$ cat config.mk
export PLATFORM = sky130hd
export DESIGN_NAME = decode_stage
export DESIGN_NICKNAME = d
export VERILOG_FILES = /design/src/rtl/decode_stage.sv
export SDC_FILE = /design/constraint.sdc
export NUM_CORES = 1
export LEC_CHECK = 0
export BUFFER_PORTS_ARGS = -buffer_cell sky130_fd_sc_hd__buf_2
export CAP_MARGIN = 10
export CORE_ASPECT_RATIO = 1.75
export CORE_MARGIN = 4
export CORE_UTILIZATION = 46
export CTS_CLUSTER_SIZE = 12
export DETAILED_ROUTE_END_ITERATION = 12
export GPL_ROUTABILITY_DRIVEN = 1
export PLACE_DENSITY = 0.81
export SYNTH_ARGS = -nofsm -noshare
export SYNTH_HDL_FRONTEND = slang
export SYNTH_SLANG_ARGS = --single-unit
export TNS_END_PERCENT = 10
$ cat constraint.sdc
create_clock -name Clk -period 2.8 [get_ports Clk]
set_input_delay 0.56 -clock Clk [delete_from_list [all_inputs] [get_ports Clk]]
set_output_delay 0.56 -clock Clk [all_outputs]
set_load 0.005 [all_outputs]
$ cat src/rtl/decode_stage.sv
// RV32I decode stage: decodes the IF/ID instruction, reads the register file,
// detects load-use hazards and registers the result into the ID/EX slot.
module decode_stage #(
    parameter int DATA_WIDTH = 32,
    parameter int REG_NO     = 32,
    localparam int AW        = $clog2(REG_NO)
) (
    input  logic                  Clk,
    input  logic                  Rst,
    input  logic                  if_valid,
    input  logic [31:0]           if_instr,
    input  logic [31:0]           if_pc,
    input  logic                  flush,
    output logic                  rf_read,
    output logic [AW-1:0]         rf_src1_add,
    output logic [AW-1:0]         rf_src2_add,
    input  logic [DATA_WIDTH-1:0] rf_src1_data,
    input  logic [DATA_WIDTH-1:0] rf_src2_data,
    output logic                  stall,
    output logic                  ex_valid,
    output logic                  ex_reg_write,
    output logic                  ex_mem_read,
    output logic                  ex_mem_write,
    output logic                  ex_branch,
    output logic                  ex_jump,
    output logic                  ex_alu_src_imm,
    output logic                  ex_illegal,
    output logic [31:0]           ex_pc,
    output logic [31:0]           ex_imm,
    output logic [DATA_WIDTH-1:0] ex_rs1_data,
    output logic [DATA_WIDTH-1:0] ex_rs2_data,
    output logic [AW-1:0]         ex_rd,
    output logic [AW-1:0]         ex_rs1,
    output logic [AW-1:0]         ex_rs2,
    output logic [2:0]            ex_funct3,
    output logic [3:0]            ex_alu_op
);

    typedef enum logic [6:0] {
        OP_R      = 7'b0110011,
        OP_IMM    = 7'b0010011,
        OP_LOAD   = 7'b0000011,
        OP_STORE  = 7'b0100011,
        OP_BRANCH = 7'b1100011,
        OP_JAL    = 7'b1101111,
        OP_JALR   = 7'b1100111,
        OP_LUI    = 7'b0110111,
        OP_AUIPC  = 7'b0010111
    } opcode_e;

    typedef enum logic [3:0] {
        ALU_ADD   = 4'd0,
        ALU_SUB   = 4'd1,
        ALU_SLL   = 4'd2,
        ALU_SLT   = 4'd3,
        ALU_SLTU  = 4'd4,
        ALU_XOR   = 4'd5,
        ALU_SRL   = 4'd6,
        ALU_SRA   = 4'd7,
        ALU_OR    = 4'd8,
        ALU_AND   = 4'd9,
        ALU_PASSB = 4'd10
    } alu_op_e;

    typedef struct packed {
        logic                  valid;
        logic                  reg_write;
        logic                  mem_read;
        logic                  mem_write;
        logic                  branch;
        logic                  jump;
        logic                  alu_src_imm;
        logic                  illegal;
        logic [31:0]           pc;
        logic [31:0]           imm;
        logic [DATA_WIDTH-1:0] rs1_data;
        logic [DATA_WIDTH-1:0] rs2_data;
        logic [AW-1:0]         rd;
        logic [AW-1:0]         rs1;
        logic [AW-1:0]         rs2;
        logic [2:0]            funct3;
        logic [3:0]            alu_op;
    } idex_t;

    function automatic alu_op_e alu_from_funct(input logic [2:0] f3, input logic alt,
                                               input logic is_r);
        case (f3)
            3'b000:  return (alt && is_r) ? ALU_SUB : ALU_ADD;
            3'b001:  return ALU_SLL;
            3'b010:  return ALU_SLT;
            3'b011:  return ALU_SLTU;
            3'b100:  return ALU_XOR;
            3'b101:  return alt ? ALU_SRA : ALU_SRL;
            3'b110:  return ALU_OR;
            default: return ALU_AND;
        endcase
    endfunction

    opcode_e     opcode;
    logic [31:0] imm_i, imm_s, imm_b, imm_u, imm_j;
    logic [AW-1:0] rs1, rs2;
    logic        use_rs1, use_rs2, load_use;
    idex_t       dec, idex_d, idex_q;

    assign opcode = opcode_e'(if_instr[6:0]);
    assign rs1    = if_instr[15 +: AW];
    assign rs2    = if_instr[20 +: AW];

    assign imm_i = {{20{if_instr[31]}}, if_instr[31:20]};
    assign imm_s = {{20{if_instr[31]}}, if_instr[31:25], if_instr[11:7]};
    assign imm_b = {{19{if_instr[31]}}, if_instr[31], if_instr[7], if_instr[30:25],
                    if_instr[11:8], 1'b0};
    assign imm_u = {if_instr[31:12], 12'b0};
    assign imm_j = {{11{if_instr[31]}}, if_instr[31], if_instr[19:12], if_instr[20],
                    if_instr[30:21], 1'b0};

    always_comb begin
        dec          = '0;
        use_rs1      = 1'b0;
        use_rs2      = 1'b0;
        dec.valid    = 1'b1;
        dec.pc       = if_pc;
        dec.rs1_data = rf_src1_data;
        dec.rs2_data = rf_src2_data;
        dec.rd       = if_instr[7 +: AW];
        dec.rs1      = rs1;
        dec.rs2      = rs2;
        dec.funct3   = if_instr[14:12];
        case (opcode)
            OP_R: begin
                dec.reg_write = 1'b1;
                dec.alu_op    = alu_from_funct(if_instr[14:12], if_instr[30], 1'b1);
                use_rs1       = 1'b1;
                use_rs2       = 1'b1;
            end
            OP_IMM: begin
                dec.reg_write   = 1'b1;
                dec.alu_src_imm = 1'b1;
                dec.imm         = imm_i;
                dec.alu_op      = alu_from_funct(if_instr[14:12], if_instr[30], 1'b0);
                use_rs1         = 1'b1;
            end
            OP_LOAD: begin
                dec.reg_write   = 1'b1;
                dec.mem_read    = 1'b1;
                dec.alu_src_imm = 1'b1;
                dec.imm         = imm_i;
                use_rs1         = 1'b1;
            end
            OP_STORE: begin
                dec.mem_write   = 1'b1;
                dec.alu_src_imm = 1'b1;
                dec.imm         = imm_s;
                use_rs1         = 1'b1;
                use_rs2         = 1'b1;
            end
            OP_BRANCH: begin
                dec.branch = 1'b1;
                dec.imm    = imm_b;
                dec.alu_op = ALU_SUB;
                use_rs1    = 1'b1;
                use_rs2    = 1'b1;
            end
            OP_JAL: begin
                dec.reg_write   = 1'b1;
                dec.jump        = 1'b1;
                dec.alu_src_imm = 1'b1;
                dec.imm         = imm_j;
            end
            OP_JALR: begin
                dec.reg_write   = 1'b1;
                dec.jump        = 1'b1;
                dec.alu_src_imm = 1'b1;
                dec.imm         = imm_i;
                use_rs1         = 1'b1;
            end
            OP_LUI: begin
                dec.reg_write   = 1'b1;
                dec.alu_src_imm = 1'b1;
                dec.imm         = imm_u;
                dec.alu_op      = ALU_PASSB;
            end
            OP_AUIPC: begin
                dec.reg_write   = 1'b1;
                dec.alu_src_imm = 1'b1;
                dec.imm         = imm_u;
            end
            default: dec.illegal = 1'b1;
        endcase
    end

    assign load_use = if_valid & idex_q.valid & idex_q.mem_read & (idex_q.rd != '0) &
                      ((use_rs1 & (rs1 == idex_q.rd)) | (use_rs2 & (rs2 == idex_q.rd)));
    assign stall    = load_use & ~flush;

    // flush, hazard and an empty slot all produce the same bubble, so one guard suffices
    always_comb begin
        idex_d = '0;
        if (if_valid && !flush && !load_use) idex_d = dec;
    end

    always_ff @(posedge Clk or negedge Rst) begin
        if (!Rst) idex_q <= '0;
        else      idex_q <= idex_d;
    end

    assign rf_read     = if_valid;
    assign rf_src1_add = rs1;
    assign rf_src2_add = rs2;

    assign ex_valid       = idex_q.valid;
    assign ex_reg_write   = idex_q.reg_write;
    assign ex_mem_read    = idex_q.mem_read;
    assign ex_mem_write   = idex_q.mem_write;
    assign ex_branch      = idex_q.branch;
    assign ex_jump        = idex_q.jump;
    assign ex_alu_src_imm = idex_q.alu_src_imm;
    assign ex_illegal     = idex_q.illegal;
    assign ex_pc          = idex_q.pc;
    assign ex_imm         = idex_q.imm;
    assign ex_rs1_data    = idex_q.rs1_data;
    assign ex_rs2_data    = idex_q.rs2_data;
    assign ex_rd          = idex_q.rd;
    assign ex_rs1         = idex_q.rs1;
    assign ex_rs2         = idex_q.rs2;
    assign ex_funct3      = idex_q.funct3;
    assign ex_alu_op      = idex_q.alu_op;

endmodule

Yosys cells after proc, flatten, opt, wreduce, memory -nomap -nowiden
Cells that the tools add are included.
{"block": "classes", "n_eq_ne": 17, "n_mux": 16, "bitwise_logic": 9, "reduce_logical": 14}
{"cell": "case mux 32 bit (5 select lines)", "count": 1}
{"cell": "two-way mux 158 bit", "count": 1}
{"cell": "case mux 4 bit (7 select lines)", "count": 2}
{"cell": "equality test 7 x 6 -> 1 bit (second input constant)", "count": 3}
{"cell": "equality test 7 bit (second input constant)", "count": 3}
{"cell": "case mux 4 bit (4 select lines)", "count": 1}
{"cell": "equality test 7 x 5 -> 1 bit (second input constant)", "count": 2}
{"cell": "OR reduction 7 bit", "count": 2}
{"cell": "two-way mux 1 bit", "count": 11}
{"cell": "equality test 5 bit", "count": 2}
{"cell": "equality test 3 bit (second input constant)", "count": 3}
{"cell": "OR reduction 9 bit", "count": 1}
{"cell": "AND 1 bit", "count": 7}
{"cell": "equality test 7 x 2 -> 1 bit (second input constant)", "count": 1}
{"cell": "equality test 3 x 2 -> 1 bit (second input constant)", "count": 2}
{"cell": "OR reduction 3 bit", "count": 2}
{"cell": "OR reduction 6 bit", "count": 1}
{"cell": "nonzero test 5 bit", "count": 1}
{"cell": "OR reduction 2 bit", "count": 2}
{"cell": "equality test 3 x 1 -> 1 bit (second input constant)", "count": 1}
{"cell": "zero test 3 bit", "count": 1}
{"cell": "logical AND 1 bit", "count": 2}
{"cell": "zero test 1 bit", "count": 2}
{"cell": "inverter 1 bit", "count": 1}
{"cell": "bitwise OR 1 bit", "count": 1}
{"block": "totals", "reg_bits": 158, "input_bits": 132, "out_inout_bits": 170, "word_cells": 73}

Longest topological paths before layout
Gate-level depths: netlist (run 1).
{"block": "depth", "word_depth": 9, "mapped_depth": 7, "mapped_depth_nobuf": 6}

Least setup slack after synthesis (run 1)
Ideal clock, no wire load.
{"block": "synth_path", "kind": "reg2out", "startpoint": "register idex_q, in the netlist ex_rd[1]", "endpoint": "output stall", "arrival_ns": 1.727, "required_ns": 2.240, "slack_ns": 0.513, "path_stages_with_launch": 6, "n_path_buf": 0, "cell_sequence": "dfrtp_1 or4_4 o21a_4 and4_2 a41o_1 nor2b_1"}
{"block": "synth_via", "elab_chain_cells": 5, "elab_cells_between_ends": 9, "classes_between": "2 x eq/ne; 6 x bitwise; 1 x reduce/logical"}
{"item": "from (decl)", "line_no": "103", "text": "idex_t dec, idex_d, idex_q;"}
{"item": "from (signal assigned)", "line_no": "204", "text": "else idex_q <= idex_d;"}
{"item": "equality test 5 bit", "line_no": "193", "text": "((use_rs1 & (rs1 == idex_q.rd)) | (use_rs2 & (rs2 == idex_q.rd)));"}
{"item": "AND 1 bit", "line_no": "193"}
{"item": "bitwise OR 1 bit", "line_no": "193"}
{"item": "AND 1 bit *", "line_no": "192", "text": "assign load_use = if_valid & idex_q.valid & idex_q.mem_read & (idex_q.rd != '0) &"}
{"item": "AND 1 bit *", "line_no": "194", "text": "assign stall = load_use & ~flush;"}
{"item": "to (decl)", "line_no": "19", "text": "output logic stall,"}
Mark *: on every way between the ends. The rest lies on a longest branch, timed or not.

Worst setup path in the final report (run 1)
Same ends and word-level chain as after synthesis.

==> results.json, run 1 <==
{
  "synth.largest_area_cell": "dfrtp_1",
  "seqCellArea_um2": 3954,
  "viasPerCell": 5.133,
  "cts.sinks": 158,
  "mostFrequentLayoutCell": "buf_2",
  "hold_viol": 0,
  "grt_pass1_wl_um": 28220,
  "setup_tns_ns": 0,
  "cts_root_buf": "clkbuf_16",
  "outcome": "completed",
  "clock_path_buffers": 2,
  "drc": 0,
  "htree_levels": 4,
  "period_minus_slack_ns": 2.788,
  "drt-total-wl_um": 18720,
  "grt_pass1_vias": 5066,
  "syn_nets": 618,
  "place_congestion": 0.9024,
  "synthesis.instances": 486,
  "irDropWorstVdd_mv": 0.3917,
  "fillers": 1016,
  "p_per_area_nw_per_um2": 618.9,
  "hold_class": "input pin to asynchronous set/reset pin",
  "mostFrequentLayoutCells": "buf_2, dfrtp_1, and3_1",
  "crit_arrival_ns": 2.23,
  "die_x_um": 94.23,
  "dieArea_um2": 14970,
  "antenna_found_initial": 0,
  "cp-end-kind": "primary output",
  "grtUsageTotal_pct": 24.91,
  "hpwl_um": 14100,
  "io_pins": 302,
  "drt-pass1-iter-count": 4,
  "yosys.cell_types.count": 51,
  "cp_max_fo": 3,
  "fmax_ghz": 0.3586,
  "worstRegToRegCells": 6,
  "synthFlopType": "dfrtp_1",
  "total_power_mw": 5.071,
  "crit_type": "register to primary output",
  "yosys_warnings": 0,
  "wire_per_inst_um": 19.46,
  "synthTopCellsByArea": "dfrtp_1, and3_1, nor2_1",
  "drive_gt1_share_pct": 47.36,
  "antenna_cells": 0,
  "grt_max_degree": 115,
  "synth_area_um2": 5986,
  "syn_area_per_cell_um2": 12.32,
  "path_clk_slew_ns": 0.07,
  "leakagePower_nw": 4.962,
  "reg2reg_setup_slack_ns": 0.28,
  "ys_async_sr_fraction_pct": 100.0,
  "ant_nets": 0,
  "row_count": 54,
  "fin_crit_sh_pct": 99.58,
  "vias": 4938,
  "cts_made_buffers": 17,
  "drt_iter0_markers": 286,
  "r2r-end": "ex_funct3[2]$_DFF_PN0_",
  "max-cap-violations": 0,
  "overflow": 0,
  "die_h_um": 158.9,
  "relSlewSlack_pct": 44.13,
  "initial_core_util_pct": 47.38,
  "synth_top_area_share_pct": 66.05,
  "required_ns": 2.24,
  "setup_viol": 0,
  "multi_input_area_um2": 1708,
  "synth_edf_count": 0,
  "core_area_um2": 12630,
  "cts_tree": "yes",
  "clock_latency_ns": 0.41,
  "syn_to_final_growth_pct": 36.87,
  "yosysSeqAreaShare_pct": 66.05,
  "worst_pin_slew_ns": 0.8380,
  "fin_nets": 913,
  "rsz0062_at_grt": "true",
  "port_buffers": 301,
  "r2r_start": "ex_rd[1]$_DFF_PN0_",
  "ys_ff_latch": 158,
  "finClkSkew_ns": 0.01756,
  "critPathLaunchType": "register",
  "drv_slew": 0
}
==> cell usage after synthesis (all sizes together), types with 2 or more instances <==
cell type / number
nand2: 11
a31oi: 4
o21ai: 5
xnor2: 3
nand3: 10
nor2b: 7
a22oi: 4
nor2: 47
nand2b: 3
buf: 29
o31ai: 4
clkbuf: 20
and3: 118
a21oi: 25
and4: 4
xor2: 7
nor3: 5
dfrtp: 158
inv: 2
==> state kept, by name (all words and copies together), names as in the netlist <==
register,count
ex_imm,32
ex_pc,32
ex_rs1_data,32
ex_rs2_data,32
ex_rd,5
ex_rs1,5
ex_rs2,5
ex_alu_op,4
ex_funct3,3
ex_alu_src_imm,1
ex_branch,1
ex_illegal,1
ex_jump,1
ex_mem_read,1
ex_mem_write,1
ex_reg_write,1
ex_valid,1
==> layout make-up <==
class / count / share of cell area [%]
sequential: 158 / 48.26
timing repair buffer: 325 / 21.12
multi-input combinational: 277 / 20.85
clock buffer: 18 / 5.238
tap: 168 / 2.566
clock inverter: 14 / 1.878
inverter: 2 / 0.09163
==> metrics by stage <==
stage	worst slack, ns	hold WS [ns]	instance area [um^2]	utilization [%]	instances
2_1_floorplan	0.5128	0.2644	5986	-	486
3_3_place_gp	0.3202	0.5147	7556	59.80	924
3_5_place_dp	0.3058	0.5182	7556	59.80	924
4_1_cts	-0.006489	0.07490	8178	64.73	961
5_1_grt	-0.04200	0.08513	8193	64.84	962
6_report	0.01170	0.07306	8193	64.84	962
==> critical path, cell delays in order, from the launching register on <==
cell,delay (ns)
dfrtp_1,0.40
or4_4,0.57
o21a_4,0.21
and4_4,0.15
a41o_1,0.24
nor2b_4,0.13
buf_2,0.12
==> cell families after synthesis <==
| family | share of synthesized area (%) |
|---|---|
| AND/OR/NAND/NOR | 20.82 |
| flip-flops | 66.05 |
| buffers and inverters | 5.811 |
| AO/OA/AOI/OAI | 5.498 |
| XOR/XNOR | 1.463 |
| multiplexers | 0.3553 |
==> timing repair <==
item,CTS,global route
hold buffers,0,0
cloned,0,0
pin swaps,2,2
hold endpoints to repair,0,0
buffers inserted,5,1
resized for setup,1,2
endpoints found under the setup margin,1,1
==> where the power goes <==
part | total (mW) | internal (mW) | switching (mW)
registers | 2.37 | 2.35 | 0.0205
clock network | 2.26 | 1.27 | 0.996
logic | 0.440 | 0.200 | 0.240
==> worst max path at each step <==
stage	end	slack, ns	startpoint	cells past startpoint
floorplan	stall	0.51	ex_rd[1]$_DFF_PN0_	5
global placement	stall	0.32	if_instr[6]	7
detailed placement	stall	0.31	if_instr[6]	7
CTS	stall	-0.006	ex_rd[1]$_DFF_PN0_	6
global route	stall	-0.04	ex_rd[1]$_DFF_PN0_	6
finish	stall	0.01	ex_rd[1]$_DFF_PN0_	6
==> metal layers <==
layer / share of wire [%] / wire (um) / global-route usage (%)
met5: 0 / 0 / 0
met1: 35 / 6596 / 27.71
met3: 6.4 / 1201 / 5.114
met2: 54 / 10100 / 43.92
met4: 4.4 / 821 / 12.69
Note: power is estimated with default switching activity, not from simulation.
==> run 2: changes to the inputs <==
--- a/config.mk
+++ b/config.mk
@@ -5,6 +5,7 @@
 export SDC_FILE = /design/constraint.sdc
 export NUM_CORES = 1
 export LEC_CHECK = 0
+export ABC_AREA = 1
 export BUFFER_PORTS_ARGS = -buffer_cell sky130_fd_sc_hd__buf_2
 export CAP_MARGIN = 10
 export CORE_ASPECT_RATIO = 1.75
==> run 2 against run 1 <==
Synthesized cell count up 35%. Global-route usage down 1.9 points. Clock skew shrank 0.0055 ns. Core utilization down 1.4 points. Sequential cell count unchanged. Cell count grew 18%. Sequential share of layout area is 0.16 points higher. Critical path type unchanged. Critical endpoint unchanged. Largest cell class unchanged.
==> results.json, run 2 <==
{
  "outcome": "completed",
  "hpwl_um": 13160,
  "irDropWorstVdd_mv": 0.3947,
  "grt_max_degree": 67,
  "yosys.cell_types.count": 21,
  "slowest_delay_ns": 0.44,
  "max-cap-violations": 0,
  "crit_type": "register to primary output",
  "port_buffers": 301,
  "stdcell_area_um2": 8167,
  "rsz0062_at_grt": "false",
  "crit_chain": "inv_1, nand2_1, nand4_1, nor2_1, nand2_1, nand2_1, nand2_1, nor2_1, buf_2",
  "cp-startpoint": "ex_rd[2]$_DFF_PN0_",
  "grtUsageTotal_pct": 23.02,
  "initial_core_util_pct": 46.66,
  "synthTopCellsByArea": "dfrtp_1, nor2_1, inv_1",
  "fmax_ghz": 0.4415,
  "ctsResizeCount": 0,
  "fin_crit_sh_pct": 80.90,
  "ys_async_sr_fraction_pct": 100.0,
  "drive_gt1_share_pct": 36.17,
  "post_cts_buffers": 0,
  "multi_input_area_um2": 1310,
  "yosysMostFrequentCell": "nor2_1",
  "swShare_pct": 24.52,
  "cp-end-kind": "primary output",
  "mostFrequentLayoutCells": "buf_2, nor2_1, dfrtp_1",
  "drt-pass1-iter-count": 4,
  "cts_root_buf": "clkbuf_16",
  "synth.largest_area_cell": "dfrtp_1",
  "drt-total-wl_um": 16810,
  "yosysSeqAreaShare_pct": 65.85,
  "crit_arrival_ns": 1.71,
  "hold_class": "input pin to asynchronous set/reset pin",
  "io_pins": 302,
  "die_h_um": 159.1,
  "required_ns": 2.24,
  "reg2reg_setup_slack_ns": 0.92,
  "cts_made_buffers": 17,
  "htree_levels": 4,
  "clock_latency_ns": 0.41,
  "seqCellArea_um2": 3954,
  "worstRegToRegCells": 10,
  "p_seq_share_pct": 48.4,
  "wire_per_inst_um": 14.81,
  "power_frac_comb_pct": 8.6,
  "cpMostUsedCell": "nand2_1",
  "dpl-instance-area_um2": 7619,
  "clock_path_buffers": 2,
  "place_congestion": 0.9826,
  "ant_nets": 0,
  "synthTopCellsByCount": "nor2_1, dfrtp_1, inv_1, nand2_1, buf_4",
  "syn_nets": 786,
  "cts.sinks": 158,
  "p_sw_mw": 1.199,
  "grt_pass1_wl_um": 26290,
  "critPathLaunchType": "register",
  "antenna_found_initial": 1,
  "p_per_area_nw_per_um2": 598.7,
  "fin_nets": 1082,
  "fillers": 1096,
  "cts_tree": "yes",
  "r2r_start": "ex_rd[2]$_DFF_PN0_",
  "worst_pin_slew_ns": 0.6147,
  "finClkSkew_ns": 0.01207,
  "leakagePower_nw": 5.254,
  "synth_top_area_share_pct": 65.85,
  "slowest_stage": "dfrtp_1",
  "yosys_warnings": 0,
  "vias": 5067,
  "drc": 0,
  "drt_iter0_markers": 151,
  "synth_edf_count": 0,
  "synthFlopType": "dfrtp_1",
  "row_count": 55,
  "dieArea_um2": 15020,
  "whs_ns": 0.1136,
  "final_util_pct": 63.46,
  "total_power_mw": 4.890,
  "grt_pass1_vias": 5160,
  "ys_ff_latch": 158,
  "path_buf_inv": 2,
  "crit_family": "simple AND/OR/NAND/NOR gates",
  "synthesis.instances": 654,
  "hold_viol": 0,
  "postCtsHoldBufs": 0,
  "setup_viol": 0,
  "setup_tns_ns": 0,
  "syn_to_final_growth_pct": 36.01,
  "die_x_um": 94.37,
  "path_clk_slew_ns": 0.07,
  "cp_max_fo": 4,
  "syn_area_per_cell_um2": 9.181,
  "r2r-end": "ex_pc[28]$_DFF_PN0_",
  "intPower_mw": 3.691,
  "synth_area_um2": 6005,
  "viasPerCell": 4.464,
  "mostFrequentLayoutCell": "buf_2",
  "period_minus_slack_ns": 2.265,
  "drv_slew": 0,
  "core_area_um2": 12870,
  "relSlewSlack_pct": 59.02,
  "clkPwrFrac_pct": 43.0,
  "overflow": 0
}
-- run 2: cell types whose count changed after synthesis, moves of 6 or more --
cell and delta:
nor2_1 +154, inv_1 +134, and3_1 -114, nand2_1 +69, a21oi_1 -19, buf_4 +12
clkbuf_1 -10, clkbuf_2 -9, nor2b_1 -7, xor2_1 -7, buf_8 -6
-- run 2: kinds of logic after synthesis --
family                    after synthesis  share of synthesized area, %
DFF                                   158                         65.85
xor gates and xnor gates                1                        0.1459
and+or+nand+nor                       307                         19.96
buffers and inverters                 171                         12.42
AOI/OAI and AO/OA                      17                         1.625
-- run 2: final cells by class --
class                           instances  area share (%)
Antenna cell                            2         0.06128
Sequential cell                       158           48.41
Tap cell                              171           2.620
Inverter                              140           6.435
Timing Repair Buffer                  308           19.78
Multi-Input combinational cell        325           16.04
Clock inverter                         13           1.272
Clock buffer                           18           5.378
-- run 2: power by group through the flow --
stage | clock [mW] | sequential [mW] | combinational [mW]
6_report | 2.10 | 2.37 | 0.420
5_1_grt | 2.25 | 2.37 | 0.477
4_1_cts | 2.14 | 2.37 | 0.429
3_5_place_dp | 0 | 2.41 | 0.427
3_3_place_gp | 0 | 2.41 | 0.419
2_1_floorplan | 0 | 2.42 | 0.153
-- run 2: how the worst max path moves through the flow --
stage	to	slack (ns)	depth (start not counted)
finish	stall	0.53	9
global route	stall	0.38	11
CTS	stall	0.52	9
detailed placement	ex_pc[28]$_DFF_PN0_	0.55	11
global placement	stall	0.58	10
floorplan	stall	0.96	8
-- run 2: through the flow --
step / setup slack (ns) / instances
2_1_floorplan: 0.9558 / 654
3_3_place_gp: 0.5810 / 1102
3_5_place_dp: 0.5476 / 1102
4_1_cts: 0.5173 / 1133
5_1_grt: 0.3795 / 1134
6_report: 0.5348 / 1135
-- run 2: layer usage --
| metal | global-route usage [%] | vias to the layer above | routed length [um] |
|---|---|---|---|
| met1 | 25.36 | 2366 | 5938 |
| li1 | - | 2456 | - |
| met4 | 11.05 | 0 | 711 |
| met2 | 41.04 | 199 | 9079 |
| met5 | 0 | - | 0 |
| met3 | 4.965 | 46 | 1084 |
==> run 3: changes to the inputs <==
--- a/config.mk
+++ b/config.mk
@@ -10,11 +10,11 @@
 export CAP_MARGIN = 10
 export CORE_ASPECT_RATIO = 1.75
 export CORE_MARGIN = 4
-export CORE_UTILIZATION = 46
+export CORE_UTILIZATION = 41
 export CTS_CLUSTER_SIZE = 12
 export DETAILED_ROUTE_END_ITERATION = 12
 export GPL_ROUTABILITY_DRIVEN = 1
-export PLACE_DENSITY = 0.81
+export PLACE_DENSITY = 0.76
 export SYNTH_ARGS = -nofsm -noshare
 export SYNTH_HDL_FRONTEND = slang
 export SYNTH_SLANG_ARGS = --single-unit
==> constraint.sdc (replaced) <==
create_clock -name Clk -period 1.9 [get_ports Clk]
set_input_delay 0.38 -clock Clk [delete_from_list [all_inputs] [get_ports Clk]]
set_output_delay 0.38 -clock Clk [all_outputs]
set_load 0.005 [all_outputs]
==> run 3 against run 2 <==
The flow now finishes with violations (negative setup slack). Core utilization fell by 4.8 points. Setup slack got worse by 0.66 ns. Combinational power up 54%. Sequential cell count unchanged. Clock power is 71% higher. Hold slack improved by 0.055 ns. Sequential share of layout area shrank 1.4 points. Register-to-register slack got worse by 0.79 ns. Largest power group is now clock.
==> results.json, run 3 (same netlist as run 2, synthesis figures left out) <==
{
  "cts_made_buffers": 17,
  "use_met2_pct": 39.72,
  "syn_to_final_growth_pct": 40.26,
  "worst_pin_slew_ns": 0.4240,
  "dieArea_um2": 16720,
  "wire_per_inst_um": 15.11,
  "antenna_cells": 0,
  "drv_slew": 0,
  "cts.sinks": 158,
  "use_met3_pct": 5.141,
  "core_area_um2": 14370,
  "leakagePower_nw": 5.390,
  "die_h_um": 168.1,
  "stdcell_count": 1159,
  "drt-total-wl_um": 17510,
  "drc": 0,
  "critPathLaunchType": "register",
  "crit_arrival_ns": 1.65,
  "row_count": 58,
  "clock_path_buffers": 2,
  "place_congestion": 0.8819,
  "finClkSkew_ns": 0.008672,
  "grt_pass1_wl_um": 27370,
  "htree_levels": 4,
  "max-cap-violations": 0,
  "fillers": 1330,
  "fin_crit_sh_pct": 106.6,
  "die_x_um": 99.48,
  "hold_class": "input pin to register",
  "path_clk_slew_ns": 0.07,
  "drt_iter0_markers": 162,
  "mostFrequentLayoutCells": "buf_2, nor2_1, dfrtp_1",
  "irDropWorstVdd_mv": 0.5728,
  "setup_viol": 1,
  "relSlewSlack_pct": 71.73,
  "initial_core_util_pct": 41.79,
  "cts_tree": "yes",
  "grt_pass1_vias": 5274,
  "grt_use_met1_pct": 22.84,
  "overflow": 0,
  "ant_nets": 0,
  "required_ns": 1.52,
  "setup_ws_ns": -0.1259,
  "drt-pass1-iter-count": 4,
  "vias": 5095,
  "viasPerCell": 4.396,
  "rsz0062_at_grt": "true",
  "antenna_found_initial": 1,
  "period_minus_slack_ns": 2.026,
  "io_pins": 302,
  "reg2reg_setup_slack_ns": 0.13,
  "cp-end-kind": "primary output",
  "final_util_pct": 58.61,
  "mostFrequentLayoutCell": "buf_2",
  "grt_max_degree": 56,
  "cts_root_buf": "clkbuf_16",
  "hpwl_um": 13570,
  "fin_nets": 1098,
  "grtUsageTotal_pct": 21.32,
  "port_buffers": 301,
  "fmax_ghz": 0.4936,
  "post-place-ws_ns": -0.01887,
  "cp_max_fo": 5,
  "p_per_area_nw_per_um2": 918.2,
  "crit_type": "register to primary output",
  "drive_gt1_share_pct": 38.10,
  "hold_viol": 0,
  "busiest_layer": "met2",
  "clock_latency_ns": 0.41,
  "outcome": "complete, but fails checks",
  "violations": "negative setup slack",
  "dpl.cell_count": 1121
}
## run 3: report_power, final
group          switching, mW  total, mW  internal (mW)
Combinational          0.370      0.647          0.276
Clock                   1.47       3.60           2.13
Sequential            0.0290       3.49           3.46
## run 3: path summary, 6_finish.rpt
kind | startpoint | endpoint | depth (start not counted)
max reg2reg | ex_rd[1]$_DFF_PN0_ | ex_pc[14]$_DFF_PN0_ | 12
max in group asynchronous | Rst | ex_rs2_data[16]$_DFF_PN0_ | 3
max | ex_rd[1]$_DFF_PN0_ | stall | 10
min in group asynchronous | Rst | ex_rs2_data[15]$_DFF_PN0_ | 2
min | rf_src2_data[4] | ex_rs2_data[4]$_DFF_PN0_ | 3
min reg2reg | ex_mem_read$_DFF_PN0_ | ex_valid$_DFF_PN0_ | 7
## run 3: timing repair
item	CTS	global route
endpoints found under the setup margin	1	1
buffers inserted	0	5
hold endpoints to repair	37	0
gates resized for setup	7	4
hold buffers	1	0
pin swaps	0	3
## run 3: worst max-delay path, cell delays in order (launching register included)
cell     delay (ns)
dfrtp_2        0.45
inv_2          0.08
nand2_1        0.05
nand2_1        0.07
nand3_1        0.07
nor2_1         0.11
nand2_1        0.06
nand2_1        0.07
nand2_2        0.08
nor2_2         0.07
buf_2          0.11
## run 3: through the flow
stage	hold slack (ns)	TNS, ns	total power, mW	area, um^2
floorplan	0.08441	0	3.796	6005
detailed placement	0.3369	-0.07369	4.203	7717
CTS	0.1459	-0.1642	7.830	8361
finish	0.1688	-0.1259	7.733	8422
global placement	0.3356	0	4.185	7717
global route	0.1402	-0.2801	8.075	8422
## run 3: area by class of cell
| class | instances | area, um^2 | area share (%) |
|---|---|---|---|
| Inverter | 140 | 525.5 | 6.240 |
| Clock buffer | 17 | 425.4 | 5.051 |
| Sequential cell | 158 | 3958 | 46.99 |
| Clock inverter | 15 | 201.4 | 2.392 |
| Timing Repair Buffer | 324 | 1758 | 20.87 |
| Tap cell | 180 | 225.2 | 2.674 |
| Multi-Input combinational cell | 325 | 1329 | 15.78 |
## run 3: routing by layer
layer  wire length (um)  up-vias  share of wire, %
met5                 13        -             0.074
li1                   -     2494                 -
met1               6353     2364                36
met3               1034       38               5.9
met4                537        2               3.1
met2               9570      197                55
